`config.mk`:
```
export PLATFORM = sky130hd
export DESIGN_NAME = i2s_frame_mixer_sched
export DESIGN_NICKNAME = d
export VERILOG_FILES = /design/src/rtl/i2s_frame_mixer_sched.sv
export SDC_FILE = /design/constraint.sdc
export NUM_CORES = 1
export LEC_CHECK = 0
export ABC_AREA = 1
export BUFFER_PORTS_ARGS = -buffer_cell sky130_fd_sc_hd__buf_2
export CAP_MARGIN = 20
export CORE_UTILIZATION = 53
export DETAILED_ROUTE_END_ITERATION = 6
export PLACE_DENSITY_LB_ADDON = 0.25
export SLEW_MARGIN = 40
export SYNTH_ARGS = -nofsm -noshare
export SYNTH_HDL_FRONTEND = slang
export SYNTH_SLANG_ARGS = --single-unit
```
`constraint.sdc`:
```
create_clock -name ctl_clk -period 7.7 [get_ports ctl_clk]
set_input_delay 0.77 -clock ctl_clk [delete_from_list [all_inputs] [get_ports ctl_clk]]
set_output_delay 0.77 -clock ctl_clk [all_outputs]
set_load 0.05 [all_outputs]
```
`src/rtl/i2s_frame_mixer_sched.sv`:
```
// Per-frame voice scheduler/mixer feeding i2s_tx_mod: round-robin collection of
// one stereo sample per voice, saturating sum, one published pair per frame.
module i2s_frame_mixer_sched #(
  parameter int BITWIDTH       = 24,
  parameter int NUM_VOICES     = 4,
  parameter int COLLECT_CYCLES = 64
) (
  input  logic                           ctl_clk,
  input  logic                           ctl_rst,
  input  logic                           frame_req,
  input  logic [NUM_VOICES-1:0]          voice_req,
  input  logic [NUM_VOICES*BITWIDTH-1:0] voice_l,
  input  logic [NUM_VOICES*BITWIDTH-1:0] voice_r,
  output logic [NUM_VOICES-1:0]          voice_ack,
  output logic [BITWIDTH-1:0]            wave_out_l,
  output logic [BITWIDTH-1:0]            wave_out_r,
  output logic                           frame_valid,
  output logic [NUM_VOICES-1:0]          missed_mask,
  output logic                           overrun,
  input  logic                           overrun_clr
);

  localparam int PW = $clog2(NUM_VOICES);
  localparam int AW = BITWIDTH + PW;
  localparam int CW = $clog2(COLLECT_CYCLES + 1);

  typedef enum logic [1:0] {S_IDLE, S_COLLECT, S_PUBLISH} state_t;

  state_t                state_q, state_d;
  logic [AW-1:0]         acc_l_q, acc_l_d, acc_r_q, acc_r_d;
  logic [NUM_VOICES-1:0] served_q, served_d;
  logic [PW-1:0]         rr_ptr_q, rr_ptr_d;
  logic [CW-1:0]         cnt_q, cnt_d;
  logic [BITWIDTH-1:0]   wave_l_q, wave_l_d, wave_r_q, wave_r_d;
  logic                  frame_valid_q, frame_valid_d;
  logic [NUM_VOICES-1:0] missed_q, missed_d;
  logic                  overrun_q, overrun_d;

  logic                  grant_any;
  logic [PW-1:0]         grant_idx;
  logic [BITWIDTH-1:0]   grant_l, grant_r;
  logic [NUM_VOICES-1:0] served_next;

  // In range exactly when the bits above the target sign bit all equal it.
  function automatic logic [BITWIDTH-1:0] saturate(input logic [AW-1:0] a);
    logic [PW:0] top;
    top = a[AW-1:BITWIDTH-1];
    if (top == '0 || top == '1) return a[BITWIDTH-1:0];
    else if (a[AW-1])           return {1'b1, {(BITWIDTH-1){1'b0}}};
    else                        return {1'b0, {(BITWIDTH-1){1'b1}}};
  endfunction

  always_comb begin
    int unsigned idx;
    idx       = 0;
    grant_any = 1'b0;
    grant_idx = '0;
    voice_ack = '0;
    if (state_q == S_COLLECT) begin
      for (int unsigned off = 0; off < NUM_VOICES; off++) begin
        idx = 32'(rr_ptr_q) + off;
        if (idx >= NUM_VOICES) idx = idx - NUM_VOICES;
        if (!grant_any && voice_req[idx] && !served_q[idx]) begin
          grant_any = 1'b1;
          grant_idx = PW'(idx);
        end
      end
      if (grant_any) voice_ack[grant_idx] = 1'b1;
    end
  end

  assign grant_l     = voice_l[int'(grant_idx)*BITWIDTH +: BITWIDTH];
  assign grant_r     = voice_r[int'(grant_idx)*BITWIDTH +: BITWIDTH];
  assign served_next = served_q | voice_ack;

  always_comb begin
    state_d       = state_q;
    acc_l_d       = acc_l_q;
    acc_r_d       = acc_r_q;
    served_d      = served_q;
    rr_ptr_d      = rr_ptr_q;
    cnt_d         = cnt_q;
    wave_l_d      = wave_l_q;
    wave_r_d      = wave_r_q;
    frame_valid_d = 1'b0;
    missed_d      = missed_q;
    overrun_d     = overrun_q;

    unique case (state_q)
      S_IDLE: begin
        if (frame_req) begin
          acc_l_d  = '0;
          acc_r_d  = '0;
          served_d = '0;
          cnt_d    = CW'(COLLECT_CYCLES);
          state_d  = S_COLLECT;
        end
      end
      S_COLLECT: begin
        served_d = served_next;
        cnt_d    = cnt_q - CW'(1);
        if (grant_any) begin
          acc_l_d  = acc_l_q + {{PW{grant_l[BITWIDTH-1]}}, grant_l};
          acc_r_d  = acc_r_q + {{PW{grant_r[BITWIDTH-1]}}, grant_r};
          rr_ptr_d = (grant_idx == PW'(NUM_VOICES-1)) ? '0 : grant_idx + PW'(1);
        end
        // The cycle that decrements the counter to zero is the last COLLECT cycle.
        if (&served_next || cnt_q == CW'(1)) state_d = S_PUBLISH;
      end
      S_PUBLISH: begin
        wave_l_d      = saturate(acc_l_q);
        wave_r_d      = saturate(acc_r_q);
        missed_d      = ~served_q;
        frame_valid_d = 1'b1;
        state_d       = S_IDLE;
      end
      default: state_d = S_IDLE;
    endcase

    if (frame_req && state_q != S_IDLE) overrun_d = 1'b1;
    else if (overrun_clr)               overrun_d = 1'b0;
  end

  always_ff @(posedge ctl_clk or negedge ctl_rst) begin
    if (!ctl_rst) begin
      state_q       <= S_IDLE;
      acc_l_q       <= '0;
      acc_r_q       <= '0;
      served_q      <= '0;
      rr_ptr_q      <= '0;
      cnt_q         <= '0;
      wave_l_q      <= '0;
      wave_r_q      <= '0;
      frame_valid_q <= 1'b0;
      missed_q      <= '0;
      overrun_q     <= 1'b0;
    end else begin
      state_q       <= state_d;
      acc_l_q       <= acc_l_d;
      acc_r_q       <= acc_r_d;
      served_q      <= served_d;
      rr_ptr_q      <= rr_ptr_d;
      cnt_q         <= cnt_d;
      wave_l_q      <= wave_l_d;
      wave_r_q      <= wave_r_d;
      frame_valid_q <= frame_valid_d;
      missed_q      <= missed_d;
      overrun_q     <= overrun_d;
    end
  end

  assign wave_out_l  = wave_l_q;
  assign wave_out_r  = wave_r_q;
  assign frame_valid = frame_valid_q;
  assign missed_mask = missed_q;
  assign overrun     = overrun_q;

endmodule

```
# Word level (Yosys, flattened, before mapping)
# Index checks and enable logic that the tools add are counted.
[totals] in_bits=200 regBits=121 mem_bits_ro=0 mem_bits_rw=0 latch_bits=0 wordCells=139 output_inout_bits=58 memories=0
[classes] muxes=63 n_reduce_logical=30 magnitude_cmp=10 addsub=11 div=0 bitwise=2 eq_ne=9 n_shift=2 mul=1
[ops] cell="$mux 32" n=8
[ops] cell="$lt 32x3->1 const B" n=4
[ops] cell="$pmux 26 s2" n=2
[ops] cell="$mux 24" n=4
[ops] cell="$shiftx 96x32->24" n=1
[ops] cell="$shiftx 96x8->24" n=1
[ops] cell="$mux 26" n=3
[ops] cell="$add 26x26->26" n=2
[ops] cell="$mux 1" n=21
[ops] cell="$mux 2" n=9
[ops] cell="$bmux 1 s2" n=8
[ops] cell="$pmux 7 s2" n=1
[ops] cell="$mux 4" n=3
[ops] cell="$sub 3x3->4 const B" n=3
[ops] cell="$ge 3x3->1 const B" n=3
[ops] cell="$logic_and 1x1->1" n=9
[ops] cell="$pmux 4 s2" n=1
[ops] cell="$eq 7x1->1 const B" n=1
[ops] cell="$logic_not 1->1" n=7
[ops] cell="$mux 7" n=1
[ops] cell="$sub 7x1->7 const B" n=1
[ops] cell="$add 2x2->3 const B" n=2
[ops] cell="$eq 3x3->1 const B" n=2
[ops] cell="$logic_not 3->1" n=2
[ops] cell="other kinds (21)" n=29

# Longest topological paths before layout
# Gate-level depths: netlist of the first run.
[logic_depth] ltp_word=35 mapped_depth=30 mapped_depth_nobuf=28

# Worst setup path after synthesis of the first run
# No wires, ideal clock.
[synth_timing] path_type="input-to-reg" start="input voice_req[0]" end="register acc_r_q[14]" cell_stages=23 setup_ns=0.133 slack_ns=3.689 required_ns=7.567 path_buffers=3 arrival_time_ns=3.877 path_cell_list="nand2_1 > nand2_1 > nand3_1 > nand2_2 > nor2_8 > nand3_2 > nand2_2 > nand3_2 > buf_6 > buf_6 > buf_6 > a22oi_1 > o22ai_1 > ha_1 > fa_1 > nand3_1 > nand2_1 > a21boi_0 > o21ai_0 > a31oi_1 > o21ai_0 > xnor2_1 > o21ai_0"
[synth_between] elab_chain_len=26 elab_cells_between_ends=40 cone_classes="add/sub: 1; mul: 1; eq/ne: 1; shift: 1; mux: 25; reduce/logical: 11"
[synth_lines] element="from (decl)" line_no="11" rtl="input logic [NUM_VOICES-1:0] voice_req,"
[synth_lines] element="$bmux 1 s2" line_no="63" rtl="if (!grant_any && voice_req[idx] && !served_q[idx]) begin"
[synth_lines] element="$mux 1 (implied by the code)" line_no="63"
[synth_lines] element="$logic_and 1x1->1" line_no="63"
[synth_lines] element="$mux 1" line_no="63"
[synth_lines] element="$mux 1" line_no="59" rtl="if (state_q == S_COLLECT) begin"
[synth_lines] element="$logic_not 1->1" line_no="63"
[synth_lines] element="$logic_and 1x1->1 (2 in series)" line_no="63"
[synth_lines] element="$mux 1" line_no="63"
[synth_lines] element="(+7 left out)"
[synth_lines] element="$logic_and 1x1->1 (2 in series)" line_no="63"
[synth_lines] element="$mux 2" line_no="63"
[synth_lines] element="$mux 2 (2 in series)" line_no="59"
[synth_lines] element="$mul 2x2->4" line_no="73" rtl="assign grant_r = voice_r[int'(grant_idx)*BITWIDTH +: BITWIDTH];"
[synth_lines] element="$shiftx 96x8->24" line_no="73"
[synth_lines] element="$add 26x26->26" line_no="104" rtl="acc_r_d = acc_r_q + {{PW{grant_r[BITWIDTH-1]}}, grant_r};"
[synth_lines] element="$mux 26" line_no="102" rtl="if (grant_any) begin"
[synth_lines] element="$pmux 26 s2" line_no="89" rtl="unique case (state_q)"
[synth_lines] element="to (signal assigned)" line_no="140" rtl="acc_r_q <= acc_r_d;"
[synth_lines] element="to (decl)" line_no="30" rtl="logic [AW-1:0] acc_l_q, acc_l_d, acc_r_q, acc_r_d;"
# Several ways; a longest one is shown, not always the timed one. The select of a mux whose other input is x is not followed.
# A chain may end at the register's enable or synchronous reset.

# Worst setup path in the final report of the first run
[layout_timing] start="register rr_ptr_q[0]" end="register acc_r_q[14]"
[layout_between] elab_chain_len=30 elab_cells_between_ends=71 cone_classes="add/sub: 8; mul: 1; order compare: 4; eq/ne: 1; shift: 1; mux: 41; reduce/logical: 15"
[layout_lines] element="from (decl)" line_no="32" rtl="logic [PW-1:0] rr_ptr_q, rr_ptr_d;"
[layout_lines] element="from (signal assigned)" line_no="142" rtl="rr_ptr_q <= rr_ptr_d;"
[layout_lines] element="$sub 2x3->4 / $ge 2x3->1 (equally long branches)" line_no="62" rtl="if (idx >= NUM_VOICES) idx = idx - NUM_VOICES;"
[layout_lines] element="$mux 32" line_no="62"
[layout_lines] element="$mux 32" line_no="59"
[layout_lines] element="$bmux 1 s2" line_no="63"
[layout_lines] element="$mux 1 (implied by the code)" line_no="63"
[layout_lines] element="$logic_not 1->1" line_no="63"
[layout_lines] element="$logic_and 1x1->1" line_no="63"
[layout_lines] element="$mux 1" line_no="63"
[layout_lines] element="(+12 left out)"
[layout_lines] element="$logic_and 1x1->1 (2 in series)" line_no="63"
[layout_lines] element="$mux 2" line_no="63"
[layout_lines] element="$mux 2 (2 in series)" line_no="59"
[layout_lines] element="$mul 2x2->4" line_no="73"
[layout_lines] element="$shiftx 96x8->24" line_no="73"
[layout_lines] element="$add 26x26->26" line_no="104"
[layout_lines] element="$mux 26" line_no="102"
[layout_lines] element="$pmux 26 s2" line_no="89"
# Several ways; a longest one is shown, not always the timed one. The select of a mux whose other input is x is not followed.

==> summary.md, run 1 <==
| Metric | Value |
|---|---|
| Die Span Y | `130 µm` |
| Cts repair resizes | `0` |
| Layout cells sized above 1 | `0.232` |
| Final core occ | `0.668` |
| Total negative setup slack | `0 ns` |
| Layout Skew | `0.00740 ns` |
| CP arrival | `5.39 ns` |
| CTS tree | `yes` |
| Critical Path Source Type | `register` |
| Initial Util | `0.545` |
| Buf/Inv on CP | `3` |
| Crit path required time | `7.99 ns` |
| Min Tclk post-route | `5.10 ns` |
| Residual DRC | `0` |
| Final #Nets | `1653` |
| Distinct cells, synth | `41` |
| DR vias | `9140` |
| N_diodes | `0` |
| Syn avg cell area | `7.45 µm²` |
| CTS clk-pin slew, worst paths | `0.06 ns` |
| Synth Register Bits | `121` |
| IO Port Bufs | `257` |
| Max Clk Rate | `196 MHz` |
| Total grt overflow | `0` |
| R2R depth | `22` |
| CP endpoint kind | `register` |
| Area Growth Syn to Fin | `22.4%` |
| R2R Path Start | `rr_ptr_q[0]` |
| Via density | `5.63` |
| Synthesized area | `8690 µm²` |
| FF-to-FF setup slack | `2.60 ns` |
| First-pass detailed-route iteration total | `5` |
| CP top delay family | `compound AO/OA/AOI/OAI gates` |
| Vias in the first global route | `8328` |
| Finish-stage setup viols | `0` |
| H-Tree Depth | `4` |
| Critical path class | `register to register` |
| Worst slew pin tran | `0.790 ns` |
| Largest fanout on the critical path | `48` |
| Initial antenna violation count | `0` |
| Crit-path cells | `inv_4 > nand2_1 > nand2_1 > nand3_2 > nand2_4 > inv_2 > nand3_2 > nand3_2 > nand3_4 > clkinv_2 > o21ai_1 > o22ai_1 > ha_1 > fa_1 > nand3_1 > nand2_1 > a21boi_0 > o21ai_0 > a31oi_1 > o21ai_0 > xnor2_1 > o21ai_0` |
| GP Congestion | `0.970` |
| Hpwl dp | `18.9 mm` |
| Worst-skew pair later-pin latency | `0.43 ns` |
| Syn nets | `1425` |
| Die width | `130 µm` |
| Number of fill cells | `1456` |
| YS warnings | `0` |
| Postcts setup bufs | `0` |
| Synth Instances | `1167` |
| Worst path max stage delay | `0.64 ns` |
| Global-route wire length before repair | `40.5 mm` |
| Final Hold Viols | `0` |
| DR WL/cell | `15.9 µm` |
| CTS Sinks | `121` |
| Post-route ant nets | `0` |
| Largest net degree at the start of global routing | `98` |
| Core area | `15900 µm²` |
| CTS Root Buffer Type | `clkbuf_16` |
| FF-to-FF End | `acc_r_q[14]` |
| Slew HR | `0.473` |
| Max_cap viols | `0` |
| Period utilisation layout | `0.662` |
| Starting DRC count in detailed routing | `618` |
| CTS Buffer Depth | `2` |
| RSZ-0062 raised after global routing | `no` |
| CTS buffer count | `17` |
| Status | `finished, final reports clean` |
| Hold buffers post-CTS | `0` |
| Slowest CP cell | `clkinv_2` |
| Ports | `258` |
| Final max-slew violation count | `0` |
| Total GRT Usage | `0.311` |
| Row count | `46` |
| Full die area | `16900 µm²` |
| Hold Path Class | `input port to asynchronous set/reset pin` |
| Drt total wl | `25.9 mm` |
| Sequential share of the synthesized area | `0.348` |
cells in the final DEF (no fill, tap or decap), types with 4 or more instances in the layout:
cell type   instances
ha_1               56
o22ai_1            48
xnor2_1            17
o21ai_1            12
dfrtp_1           121
nand2_2             5
nand4_1             6
clkinvlp_4          4
a21oi_1            72
buf_4               9
o21ai_0           169
a21o_1              7
nor3_1             10
clkbuf_16          17
o21bai_1            7
buf_2             256
a22o_1              4
inv_2               5
inv_1              56
a22oi_1            46
clkinv_2            5
nand2_1           282
nand3_1            45
nand3_2             7
nor2_1             83
xor2_1             14
a31oi_1             5
worst max-delay path by stage:
stage	to	start	depth (start not counted)	slack, ns
after floorplan	acc_r_q[14]	voice_req[0]	23	3.69
after global placement	acc_r_q[14]	voice_req[1]	22	2.59
after detailed placement	acc_r_q[19]	voice_req[0]	24	2.46
after CTS	acc_r_q[19]	rr_ptr_q[0]	23	2.75
after global routing	acc_r_q[14]	rr_ptr_q[0]	22	2.18
final	acc_r_q[14]	rr_ptr_q[0]	22	2.60
synthesized netlist by cell type (all sizes together):
cell      n  area [µm²]
a21oi    74         370
ha       56         701
nor4      3        18.8
o21ai   181         906
inv      64         243
o22ai    48         300
nand3    53         305
a22oi    46         345
o21bai    7        52.6
buf      34         231
nand2   290        1120
nand4     6        37.5
nand3b    2        15.0
a21o      7        52.6
nor2     87         360
a22o      4        35.0
o21a      3        22.5
clkinv    1        3.75
a31o      1        8.76
xnor2    17         149
xor2     14         123
clkbuf   23        86.3
or2       1        6.26
fa        2        40.0
dfrtp   121        3030
a31oi     5        31.3
nor3     10        50.1
o31ai     1        7.51
a21boi    3        22.5
o211ai    3        22.5
area by class of cell:
| type | count | area [µm²] | area share |
|---|---|---|---|
| repair buffers | 266 | 1360 | 0.128 |
| flip-flops and latches | 121 | 3030 | 0.285 |
| clock buffers | 19 | 433 | 0.0407 |
| clock inverters | 12 | 153 | 0.0143 |
| well taps | 216 | 270 | 0.0254 |
| multi-input cells | 924 | 5150 | 0.484 |
| inverters | 65 | 249 | 0.0234 |
cell families after synthesis:
group / count (synthesis) / synth area share
AND/OR/NAND/NOR: 452 / 0.220
adder cells (fa/ha/maj): 58 / 0.0852
flip-flops: 121 / 0.348
AO/OA/AOI/OAI: 383 / 0.250
buffers and inverters: 122 / 0.0649
XOR/XNOR: 31 / 0.0312
metal layers:
| layer | share of wire | global-route usage | vias up |
|---|---|---|---|
| li1 | - | - | 4522 |
| met1 | 0.43 | 0.390 | 4240 |
| met2 | 0.48 | 0.533 | 331 |
| met3 | 0.063 | 0.0541 | 47 |
| met4 | 0.025 | 0.121 | 0 |
| met5 | 0 | 0 | - |
registers in the layout, indices dropped and copies added, names as in the netlist:
register / cells
acc_r_q: 26
wave_out_l: 24
frame_valid: 1
acc_l_q: 26
missed_mask: 4
served_q: 4
state_q: 2
cnt_q: 7
wave_out_r: 24
overrun: 1
rr_ptr_q: 2
worst register-to-register path, stage by stage (launching register included):
cell	delay (ns)
dfrtp_1	0.51
inv_4	0.15
nand2_1	0.06
nand2_1	0.10
nand3_2	0.10
nand2_4	0.13
inv_2	0.05
nand3_2	0.08
nand3_2	0.16
nand3_4	0.33
clkinv_2	0.64
o21ai_1	0.35
o22ai_1	0.20
ha_1	0.32
fa_1	0.41
nand3_1	0.10
nand2_1	0.14
a21boi_0	0.30
o21ai_0	0.19
a31oi_1	0.25
o21ai_0	0.14
xnor2_1	0.14
o21ai_0	0.09
per-stage QoR:
stage               instance area [µm²]  instances  setup slack (ns)  hold slack (ns)
floorplan                          8690       1167              3.69            0.440
global placement                  10000       1592              2.59            0.445
global route                      10600       1623              2.18            0.439
detailed placement                10100       1592              2.46            0.460
finish                            10600       1623              2.60            0.379
CTS                               10600       1623              2.75            0.409
Power of run 1 is not shown: default switching activity piles up to over one toggle a cycle in this logic, so the estimate is an artifact.
==> run 2: changes to the inputs <==
clock period = 5.1 ns   (was 7.7 ns; I/O delays follow)
==> summary.md, run 2 (synthesis results as in run 1) <==
| Metric | Value |
|---|---|
| Total GRT Usage | `0.332 (was 0.311)` |
| Critical path class | `register to register (unchanged)` |
| First-pass detailed-route iteration total | `5 (unchanged)` |
| Ports | `258 (unchanged)` |
| Final #Nets | `1663 (was 1653)` |
| Area Growth Syn to Fin | `24.1% (was 22.4%)` |
| Row count | `46 (unchanged)` |
| Starting DRC count in detailed routing | `779 (was 618)` |
| Number of fill cells | `1363 (was 1456)` |
| Post-layout instance area | `10800 µm² (was 10600 µm²)` |
| CTS buffer count | `17 (unchanged)` |
| Largest net degree at the start of global routing | `79 (was 98)` |
| Area of the multi-input gates | `5120 µm² (was 5150 µm²)` |
| Initial Util | `0.545 (unchanged)` |
| RSZ-0062 raised after global routing | `no (unchanged)` |
| Crit path required time | `5.44 ns (was 7.99 ns)` |
| Via density | `5.70 (was 5.63)` |
| Top flop regs | `acc_l_q (26), acc_r_q (26) (unchanged)` |
| CTS Buffer Depth | `2 (unchanged)` |
| Die Span Y | `130 µm (unchanged)` |
| Total negative setup slack | `0 ns (unchanged)` |
| Final Hold Viols | `0 (unchanged)` |
| Residual DRC | `0 (unchanged)` |
| Period utilisation layout | `0.877 (was 0.662)` |
| Register area | `3030 µm² (unchanged)` |
| Max_cap viols | `0 (unchanged)` |
| Post-DP Area | `10100 µm² (about the same)` |
| Layout Skew | `0.00824 ns (was 0.00740 ns)` |
| GP Congestion | `0.939 (was 0.970)` |
| Most common cell after layout, fill and taps aside | `nand2_1 (unchanged)` |
| Final core occ | `0.677 (was 0.668)` |
| CTS tree | `yes (unchanged)` |
| Core area | `15900 µm² (unchanged)` |
| IO Port Bufs | `257 (unchanged)` |
| Hold Path Class | `input port to asynchronous set/reset pin (unchanged)` |
| Global-route wire length before repair | `42.9 mm (was 40.5 mm)` |
| Status | `finished, final reports clean (unchanged)` |
| H-Tree Depth | `4 (unchanged)` |
| Post-route ant nets | `0 (unchanged)` |
| Slew HR | `0.473 (about the same)` |
| Full die area | `16900 µm² (unchanged)` |
| Hold buffers post-CTS | `0 (unchanged)` |
| Postcts setup bufs | `0 (unchanged)` |
| Min Tclk post-route | `4.47 ns (was 5.10 ns)` |
| Cts repair resizes | `0 (unchanged)` |
| Dpl cells | `1601 (was 1592)` |
| Drt total wl | `27.3 mm (was 25.9 mm)` |
| Final max-slew violation count | `0 (unchanged)` |
| Layout cells sized above 1 | `0.238 (was 0.232)` |
| Finished Layout Cells | `1634 (was 1623)` |
| Vias in the first global route | `8688 (was 8328)` |
| Max Clk Rate | `224 MHz (was 196 MHz)` |
| CP endpoint kind | `register (unchanged)` |
| N_diodes | `0 (unchanged)` |
| CTS Sinks | `121 (unchanged)` |
| DR WL/cell | `16.7 µm (was 15.9 µm)` |
| Die width | `130 µm (unchanged)` |
| Total grt overflow | `0 (unchanged)` |
| Largest fanout on the critical path | `56 (was 48)` |
| CTS clk-pin slew, worst paths | `0.06 ns (about the same)` |
| Worst slew pin tran | `0.787 ns (was 0.790 ns)` |
| Critical Path Source Type | `register (unchanged)` |
| Hpwl dp | `19.8 mm (was 18.9 mm)` |
| DR vias | `9310 (was 9140)` |
| Initial antenna violation count | `0 (unchanged)` |
| CP arrival | `4.81 ns (was 5.39 ns)` |
| CTS Root Buffer Type | `clkbuf_16 (unchanged)` |
| Commonest cells after routing, fill and taps aside | `282 x nand2_1, 256 x buf_2, 169 x o21ai_0 (unchanged)` |
| Finish-stage setup viols | `0 (unchanged)` |
| Worst-skew pair later-pin latency | `0.43 ns (about the same)` |
[run 2: cell count changes in the layout (fill, tap and decap cells not counted), moves of 2 or more]
cell,change
buf_4,+7
clkbuf_1,-2
clkinv_2,-3
buf_12,+2
inv_6,+2
[run 2: worst max-delay path, cell delays in order, from the launching register on]
cell and delay, ns:
dfrtp_1 0.51, inv_4 0.14, nand2_1 0.06, nand2_1 0.10
nand3_2 0.11, nand2_4 0.14, inv_2 0.04, nand3_2 0.07
nand3_2 0.16, nand3_4 0.25, buf_4 0.50, a22oi_1 0.16
o22ai_1 0.22, ha_1 0.33, a21oi_1 0.16, o21ai_0 0.11
a21oi_1 0.16, o21ai_0 0.17, a21boi_0 0.39, o21bai_1 0.16
nand2_1 0.08, nand2_1 0.06, nand2_1 0.06, nand2_1 0.04
o21ai_0 0.16
[run 2: cell type report]
| type | instances | area share |
|---|---|---|
| multi-input combinational | 924 | 0.475 |
| timing repair buffer | 276 | 0.137 |
| sequential | 121 | 0.281 |
| tap | 216 | 0.0251 |
| inverter | 65 | 0.0229 |
| clock inverter | 14 | 0.0182 |
| clock buffer | 18 | 0.0407 |
[run 2: per-layer routing]
layer,up-vias,global-route usage,wire length (µm)
li1,4553,-,-
met3,67,0.0644,1800
met5,-,0,0
met2,396,0.572,13200
met4,0,0.150,842
met1,4294,0.402,11500
[run 2: worst paths after layout]
| path | slack, ns | cells after the start | end | start |
|---|---|---|---|---|
| min reg2reg | 0.46 | 1 | missed_mask[2] | served_q[2] |
| max | 0.63 | 24 | acc_r_q[19] | rr_ptr_q[0] |
| min in group ctl_clk | 0.29 | 2 | overrun | overrun_clr |
| min | 0.12 | 1 | missed_mask[1] | ctl_rst |
| max in group asynchronous | 3.92 | 2 | wave_out_l[16] | ctl_rst |
| max reg2reg | 0.63 | 24 | acc_r_q[19] | rr_ptr_q[0] |
[run 2: stage by stage]
stage	worst slack (ns)	hold WS [ns]
2_1_floorplan	1.35	0.214
3_3_place_gp	0.796	0.446
3_5_place_dp	0.728	0.460
4_1_cts	0.706	0.140
5_1_grt	0.258	0.184
6_report	0.630	0.116
Power of run 2 is left out for the same reason.
